### src/rtl/proc_subsystem_reset_seq_if.sv
// Reset-sequencer signal bundle: asynchronous request inputs, debug/clear
// pulses, the two ordered reset outputs and the cause/lock-loss status.
interface proc_subsystem_reset_seq_if;
    logic       pll_lock;
    logic       ext_rst_n;
    logic       debug_rst_req;
    logic       cause_clr;
    logic       fabric_reset_n;
    logic       cpu_reset_n;
    logic [3:0] reset_cause;
    logic [7:0] lock_lost_cnt;

    modport master (
        output pll_lock, ext_rst_n, debug_rst_req, cause_clr,
        input  fabric_reset_n, cpu_reset_n, reset_cause, lock_lost_cnt
    );

    modport slave (
        input  pll_lock, ext_rst_n, debug_rst_req, cause_clr,
        output fabric_reset_n, cpu_reset_n, reset_cause, lock_lost_cnt
    );
endinterface

### src/rtl/proc_subsystem_reset_seq.sv
// Reset sequencer behind the processor-subsystem CCC. Qualifies PLL lock,
// releases the fabric reset first and the CPU reset a fixed hold later,
// supports a CPU-only debug reset and records why the last reset happened.
//
// state     | meaning
// ----------+-----------------------------------------------------------
// WAIT_LOCK | both resets asserted, waiting for synced lock and ext high
// STABLE    | both asserted, counting LOCK_STABLE_CYCLES of good lock
// FAB_REL   | fabric released, CPU held for RESET_HOLD_CYCLES
// RUN       | both released
// CPU_HOLD  | debug CPU-only reset, CPU held for RESET_HOLD_CYCLES
module proc_subsystem_reset_seq #(
    parameter int LOCK_STABLE_CYCLES = 1024,
    parameter int RESET_HOLD_CYCLES  = 16,
    parameter int CNT_WIDTH          = 16
) (
    input logic                       clk,
    input logic                       rst_n,
    proc_subsystem_reset_seq_if.slave rs
);

    typedef enum logic [2:0] {
        WAIT_LOCK,
        STABLE,
        FAB_REL,
        RUN,
        CPU_HOLD
    } state_t;

    localparam logic [CNT_WIDTH-1:0] LOCK_TC = CNT_WIDTH'(LOCK_STABLE_CYCLES - 1);
    localparam logic [CNT_WIDTH-1:0] HOLD_TC = CNT_WIDTH'(RESET_HOLD_CYCLES - 1);

    state_t               state_q;
    logic [CNT_WIDTH-1:0] cnt_q;
    logic                 fab_q;
    logic                 cpu_q;
    logic [3:0]           cause_q;
    logic [7:0]           lost_q;
    logic                 lock_q1;
    logic                 lock_s;
    logic                 ext_q1;
    logic                 ext_s;
    logic                 lock_lost;
    logic                 ext_req;
    logic                 abort;
    logic                 dbg_hit;

    // Lock loss and external reset only count as aborts once the sequence has started;
    // the debug request is only honoured when the whole subsystem is running.
    assign lock_lost = (state_q != WAIT_LOCK) && !lock_s;
    assign ext_req   = (state_q != WAIT_LOCK) && !ext_s;
    assign abort     = lock_lost || ext_req;
    assign dbg_hit   = (state_q == RUN) && rs.debug_rst_req && !abort;

    // Two-flop synchronizers for the asynchronous lock and pushbutton inputs.
    always_ff @(posedge clk or negedge rst_n) begin
        if (!rst_n) begin
            lock_q1 <= 1'b0;
            lock_s  <= 1'b0;
            ext_q1  <= 1'b0;
            ext_s   <= 1'b0;
        end else begin
            lock_q1 <= rs.pll_lock;
            lock_s  <= lock_q1;
            ext_q1  <= rs.ext_rst_n;
            ext_s   <= ext_q1;
        end
    end

    // Sequencing FSM; reset outputs are set on the edge that enters each state.
    always_ff @(posedge clk or negedge rst_n) begin
        if (!rst_n) begin
            state_q <= WAIT_LOCK;
            cnt_q   <= '0;
            fab_q   <= 1'b0;
            cpu_q   <= 1'b0;
        end else if (abort) begin
            state_q <= WAIT_LOCK;
            cnt_q   <= '0;
            fab_q   <= 1'b0;
            cpu_q   <= 1'b0;
        end else begin
            case (state_q)
                WAIT_LOCK: begin
                    fab_q <= 1'b0;
                    cpu_q <= 1'b0;
                    if (lock_s && ext_s) begin
                        state_q <= STABLE;
                        cnt_q   <= '0;
                    end
                end
                STABLE: begin
                    if (cnt_q == LOCK_TC) begin
                        state_q <= FAB_REL;
                        cnt_q   <= '0;
                        fab_q   <= 1'b1;
                        cpu_q   <= 1'b0;
                    end else begin
                        cnt_q <= cnt_q + 1'b1;
                    end
                end
                FAB_REL: begin
                    if (cnt_q == HOLD_TC) begin
                        state_q <= RUN;
                        cpu_q   <= 1'b1;
                    end else begin
                        cnt_q <= cnt_q + 1'b1;
                    end
                end
                RUN: begin
                    if (dbg_hit) begin
                        state_q <= CPU_HOLD;
                        cnt_q   <= '0;
                        cpu_q   <= 1'b0;
                    end
                end
                CPU_HOLD: begin
                    if (cnt_q == HOLD_TC) begin
                        state_q <= RUN;
                        cpu_q   <= 1'b1;
                    end else begin
                        cnt_q <= cnt_q + 1'b1;
                    end
                end
                default: begin
                    state_q <= WAIT_LOCK;
                    cnt_q   <= '0;
                    fab_q   <= 1'b0;
                    cpu_q   <= 1'b0;
                end
            endcase
        end
    end

    // Sticky cause bits: a cause setting in the same cycle as a clear survives.
    always_ff @(posedge clk or negedge rst_n) begin
        if (!rst_n) begin
            cause_q <= 4'b0001;
        end else begin
            cause_q <= (cause_q & ~{4{rs.cause_clr}}) | {dbg_hit, ext_req, lock_lost, 1'b0};
        end
    end

    // Saturating lock-loss event counter.
    always_ff @(posedge clk or negedge rst_n) begin
        if (!rst_n) begin
            lost_q <= 8'h00;
        end else if (lock_lost && (lost_q != 8'hFF)) begin
            lost_q <= lost_q + 8'h01;
        end
    end

    assign rs.fabric_reset_n = fab_q;
    assign rs.cpu_reset_n    = cpu_q;
    assign rs.reset_cause    = cause_q;
    assign rs.lock_lost_cnt  = lost_q;

endmodule

### src/flat_wrapper.sv
// flat-port wrapper written by rule: the top's interface ports become plain ports
module proc_subsystem_reset_seq_flat 
#(
    parameter int LOCK_STABLE_CYCLES = 1024,
    parameter int RESET_HOLD_CYCLES  = 16,
    parameter int CNT_WIDTH          = 16
)
  (clk, rst_n, rs_pll_lock, rs_ext_rst_n, rs_debug_rst_req, rs_cause_clr, rs_fabric_reset_n, rs_cpu_reset_n, rs_reset_cause, rs_lock_lost_cnt);
  proc_subsystem_reset_seq_if rs_i ();
  input logic clk;
  input logic rst_n;
  input wire logic [$bits(rs_i.pll_lock)-1:0] rs_pll_lock;
  input wire logic [$bits(rs_i.ext_rst_n)-1:0] rs_ext_rst_n;
  input wire logic [$bits(rs_i.debug_rst_req)-1:0] rs_debug_rst_req;
  input wire logic [$bits(rs_i.cause_clr)-1:0] rs_cause_clr;
  output wire logic [$bits(rs_i.fabric_reset_n)-1:0] rs_fabric_reset_n;
  output wire logic [$bits(rs_i.cpu_reset_n)-1:0] rs_cpu_reset_n;
  output wire logic [$bits(rs_i.reset_cause)-1:0] rs_reset_cause;
  output wire logic [$bits(rs_i.lock_lost_cnt)-1:0] rs_lock_lost_cnt;
  assign rs_i.pll_lock = rs_pll_lock;
  assign rs_i.ext_rst_n = rs_ext_rst_n;
  assign rs_i.debug_rst_req = rs_debug_rst_req;
  assign rs_i.cause_clr = rs_cause_clr;
  assign rs_fabric_reset_n = rs_i.fabric_reset_n;
  assign rs_cpu_reset_n = rs_i.cpu_reset_n;
  assign rs_reset_cause = rs_i.reset_cause;
  assign rs_lock_lost_cnt = rs_i.lock_lost_cnt;
  proc_subsystem_reset_seq #(.LOCK_STABLE_CYCLES(LOCK_STABLE_CYCLES), .RESET_HOLD_CYCLES(RESET_HOLD_CYCLES), .CNT_WIDTH(CNT_WIDTH)) u_core (.clk(clk), .rst_n(rst_n), .rs(rs_i));
endmodule
### config.mk
export PLATFORM = sky130hd
export DESIGN_NAME = proc_subsystem_reset_seq_flat
export DESIGN_NICKNAME = d
export VERILOG_FILES = /design/src/rtl/proc_subsystem_reset_seq_if.sv /design/src/rtl/proc_subsystem_reset_seq.sv /design/src/flat_wrapper.sv
export SDC_FILE = /design/constraint.sdc
export NUM_CORES = 1
export LEC_CHECK = 0
export CAP_MARGIN = 20
export CORE_MARGIN = 1.5
export CORE_UTILIZATION = 55
export DETAILED_ROUTE_END_ITERATION = 10
export PLACE_DENSITY_LB_ADDON = 0.2
export SLEW_MARGIN = 10
export SYNTH_ARGS = -nofsm -noshare
export SYNTH_HDL_FRONTEND = slang
export SYNTH_SLANG_ARGS = --single-unit
### constraint.sdc
create_clock -name clk -period 3.9 [get_ports clk]
set_input_delay 0.78 -clock clk [delete_from_list [all_inputs] [get_ports clk]]
set_output_delay 0.78 -clock clk [all_outputs]
set_load 0.05 [all_outputs]
==> flow_summary.yaml <==
synthesis:
  synth_edf_count: 0
  synthCells: 193
  syn_nets: 201
  ys.flop_type: "dfrtp_1"
  yosysWarnings: 0
  synth-seq-cells: 37
  synth_top_cells_by_area: "dfrtp_1 (48%), nand3_1 (3.7%), nand2_1 (3.4%)"
  yosysSeqAreaShare: 0.490
  ys_async_sr_fraction: 1.00
  synth_cell_types: 46
  syn_avg_cell_area_um2: 9.81
  yosysTopAreaCell: "dfrtp_1"
  synth.cell_area_mm2: 0.00189
  yosysTopAreaCellShare: 0.476
cts:
  insertion_delay_ns: 0.35
  cts.sink_count: 37
  postCtsSetupRepairBufs: 0
  cts_tree: "done"
  root_buffer: "clkbuf_4"
  htree_levels: 2
  clk_path_buf_depth: 2
  clkTransAtPathRegs_ns: 0.11
  cts-resized-gates: 0
  cts_buffers: 5
  cts-hold-fix-buffers: 0
final_layout:
  stdcell_count: 261
  regArea_um2: 927
  num-nets-final: 222
  drive_gt1_frac: 0.0791
  multi_input_comb_area_um2: 916
  layout-area-overhead-vs-synth_pct: 14.7
  mostFrequentLayoutCells: "dfrtp_1 (36), clkdlybuf4s50_1 (19), nand2_1 (17)"
  fillers: 293
  antenna_cells: 0
  layout_commonest_cell: "dfrtp_1"
die:
  dieHeight_um: 61.7
  dieArea_mm2: 0.00380
  initial_core_util: 0.572
  dieWidth_um: 61.7
  io_pins: 20
  row_count: 21
  core_area_mm2: 0.00331
placed_design:
  portBuffers: 19
  routabilityCongestion: 0.877
  placed_cells: 253
  hpwl_um: 2900
sta:
  slew_viol_final: 0
  min_period_over_period: 0.658
  relSlewSlack: 0.420
  setup_viol: 0
  rsz0062_at_grt: "no"
  worst_pin_slew_ns: 0.869
  finClkSkew_ns: 0.00789
  fmax_mhz: 390
  finalCriticalPeriod_ns: 2.56
  finalSetupTns_ns: 0
  hold_violations: 0
power_and_ir_drop:
  switchingPower_uw: 307
  p_sw_frac: 0.356
  pwr-share-seq: 0.520
  comb_power_share: 0.253
  power_frac_clock: 0.227
  p_leak_uw: 0.000913
  power_density_mw_per_mm2: 397
  p_int_uw: 555
  max-vdd-ir-drop_mv: 0.154
routing:
  postRouteAntennaNets: 0
  dr.pass1.iters: 4
  wl_met2_um: 1960
  vias: 1647
  wl_per_cell_um: 15.7
  highest_layer: "met4"
  vias_per_cell: 6.31
  drc: 0
  wl_met1_um: 1840
  wl_met3_um: 254
  drt_iter0_drc: 110
  routed_wirelength_um: 4110
setup_path:
  endpoint_kind: "flop"
  worstPathArrival_ns: 2.81
  startpoint_type: "flop"
  critPathRequiredTime_ns: 4.14
  cp_max_fo: 11
  crit_type: "flop to flop"
worst_hold_path:
  hold_class: "flop to flop"
grt:
  grt_pass1_wl_um: 6490
  overflow: 0
  grt_use_total: 0.234
  grt_antenna_before_repair: 0
  grt_max_degree: 38
  grt_pass1_vias: 1488
run_status:
  outcome: "complete, no violations"
flow_run:
  cap_violations: 0
[critical path, stage by stage (launching register included)]
cell and delay (ns):
dfrtp_1 0.47, nor4_1 0.43, nand4_1 0.24, o22ai_1 0.71, nor2_2 0.25, a221o_1 0.35
[power groups by stage]
stage	Sequential, uW	Clock (uW)	Combinational [uW]
global route	454	217	232
global placement	451	0	214
CTS	448	201	220
finish	448	196	218
floorplan	536	0	52.6
detailed placement	456	0	219
[sequential cells by signal (all words and copies together), names as in the netlist, 3 cells and up]
name and count:
u_core.cnt_q 16, u_core.rs.lock_lost_cnt 8, u_core.rs.reset_cause 4, u_core.state_q 3
[layout make-up]
type / instances / area share
Sequential cell: 37 / 0.427
Multi-Input combinational cell: 144 / 0.422
Timing Repair Buffer: 20 / 0.0910
Tap cell: 46 / 0.0265
Clock buffer: 6 / 0.0190
Inverter: 6 / 0.0104
Clock inverter: 2 / 0.00461
[final timing paths]
kind / start / to / slack, ns / cells past startpoint
worst max-delay path: u_core.cnt_q[12] / u_core.cnt_q[9] / 1.34 / 5
worst min-delay path: u_core.lock_q1 / u_core.lock_s / 0.37 / 0
worst max register to register: u_core.cnt_q[12] / u_core.cnt_q[9] / 1.34 / 5
worst min register to register: u_core.lock_q1 / u_core.lock_s / 0.37 / 0
max in group asynchronous: rst_n / u_core.rs.reset_cause[0] / 2.71 / 2
min in group asynchronous: rst_n / u_core.state_q[1] / 0.84 / 2
[layer usage]
layer / vias up / GRT usage
li1: 768 / -
met1: 815 / 0.289
met2: 58 / 0.383
met3: 6 / 0.0651
met4: 0 / 0.0973
met5: - / 0
[cell usage after synthesis, drive strengths merged (4+ instances only)]
| master | number |
|---|---|
| clkbuf | 4 |
| inv | 6 |
| dfrtp | 36 |
| o21ai | 12 |
| and3 | 9 |
| a21oi | 5 |
| a22o | 7 |
| nor2b | 5 |
| nor2 | 13 |
| nor4 | 5 |
| nand4 | 6 |
| xnor2 | 5 |
| nand3 | 14 |
| nand2 | 17 |
| nor3 | 8 |
[cells by family after synthesis]
family / share of synthesized area
multiplexers: 0.0112
AO/OA/AOI/OAI: 0.165
adder cells (fa/ha/maj): 0.0132
buffers and inverters: 0.0264
AND/OR/NAND/NOR: 0.257
XOR/XNOR: 0.0370
flip-flops: 0.490
[per-stage QoR]
| step | setup slack (ns) | hold slack (ns) | instance area [um2] | utilization | power, uW |
|---|---|---|---|---|---|
| after detailed placement | 1.09 | 0.345 | 2120 | 0.641 | 675 |
| final | 1.34 | 0.367 | 2170 | 0.656 | 862 |
| after CTS | 1.40 | 0.376 | 2170 | 0.656 | 868 |
| after global routing | 1.18 | 0.380 | 2170 | 0.656 | 903 |
| after global placement | 1.14 | 0.339 | 2120 | 0.641 | 665 |
| after floorplan | 1.85 | 0.331 | 1890 | - | 589 |
Power figures use the tool's default switching activity.
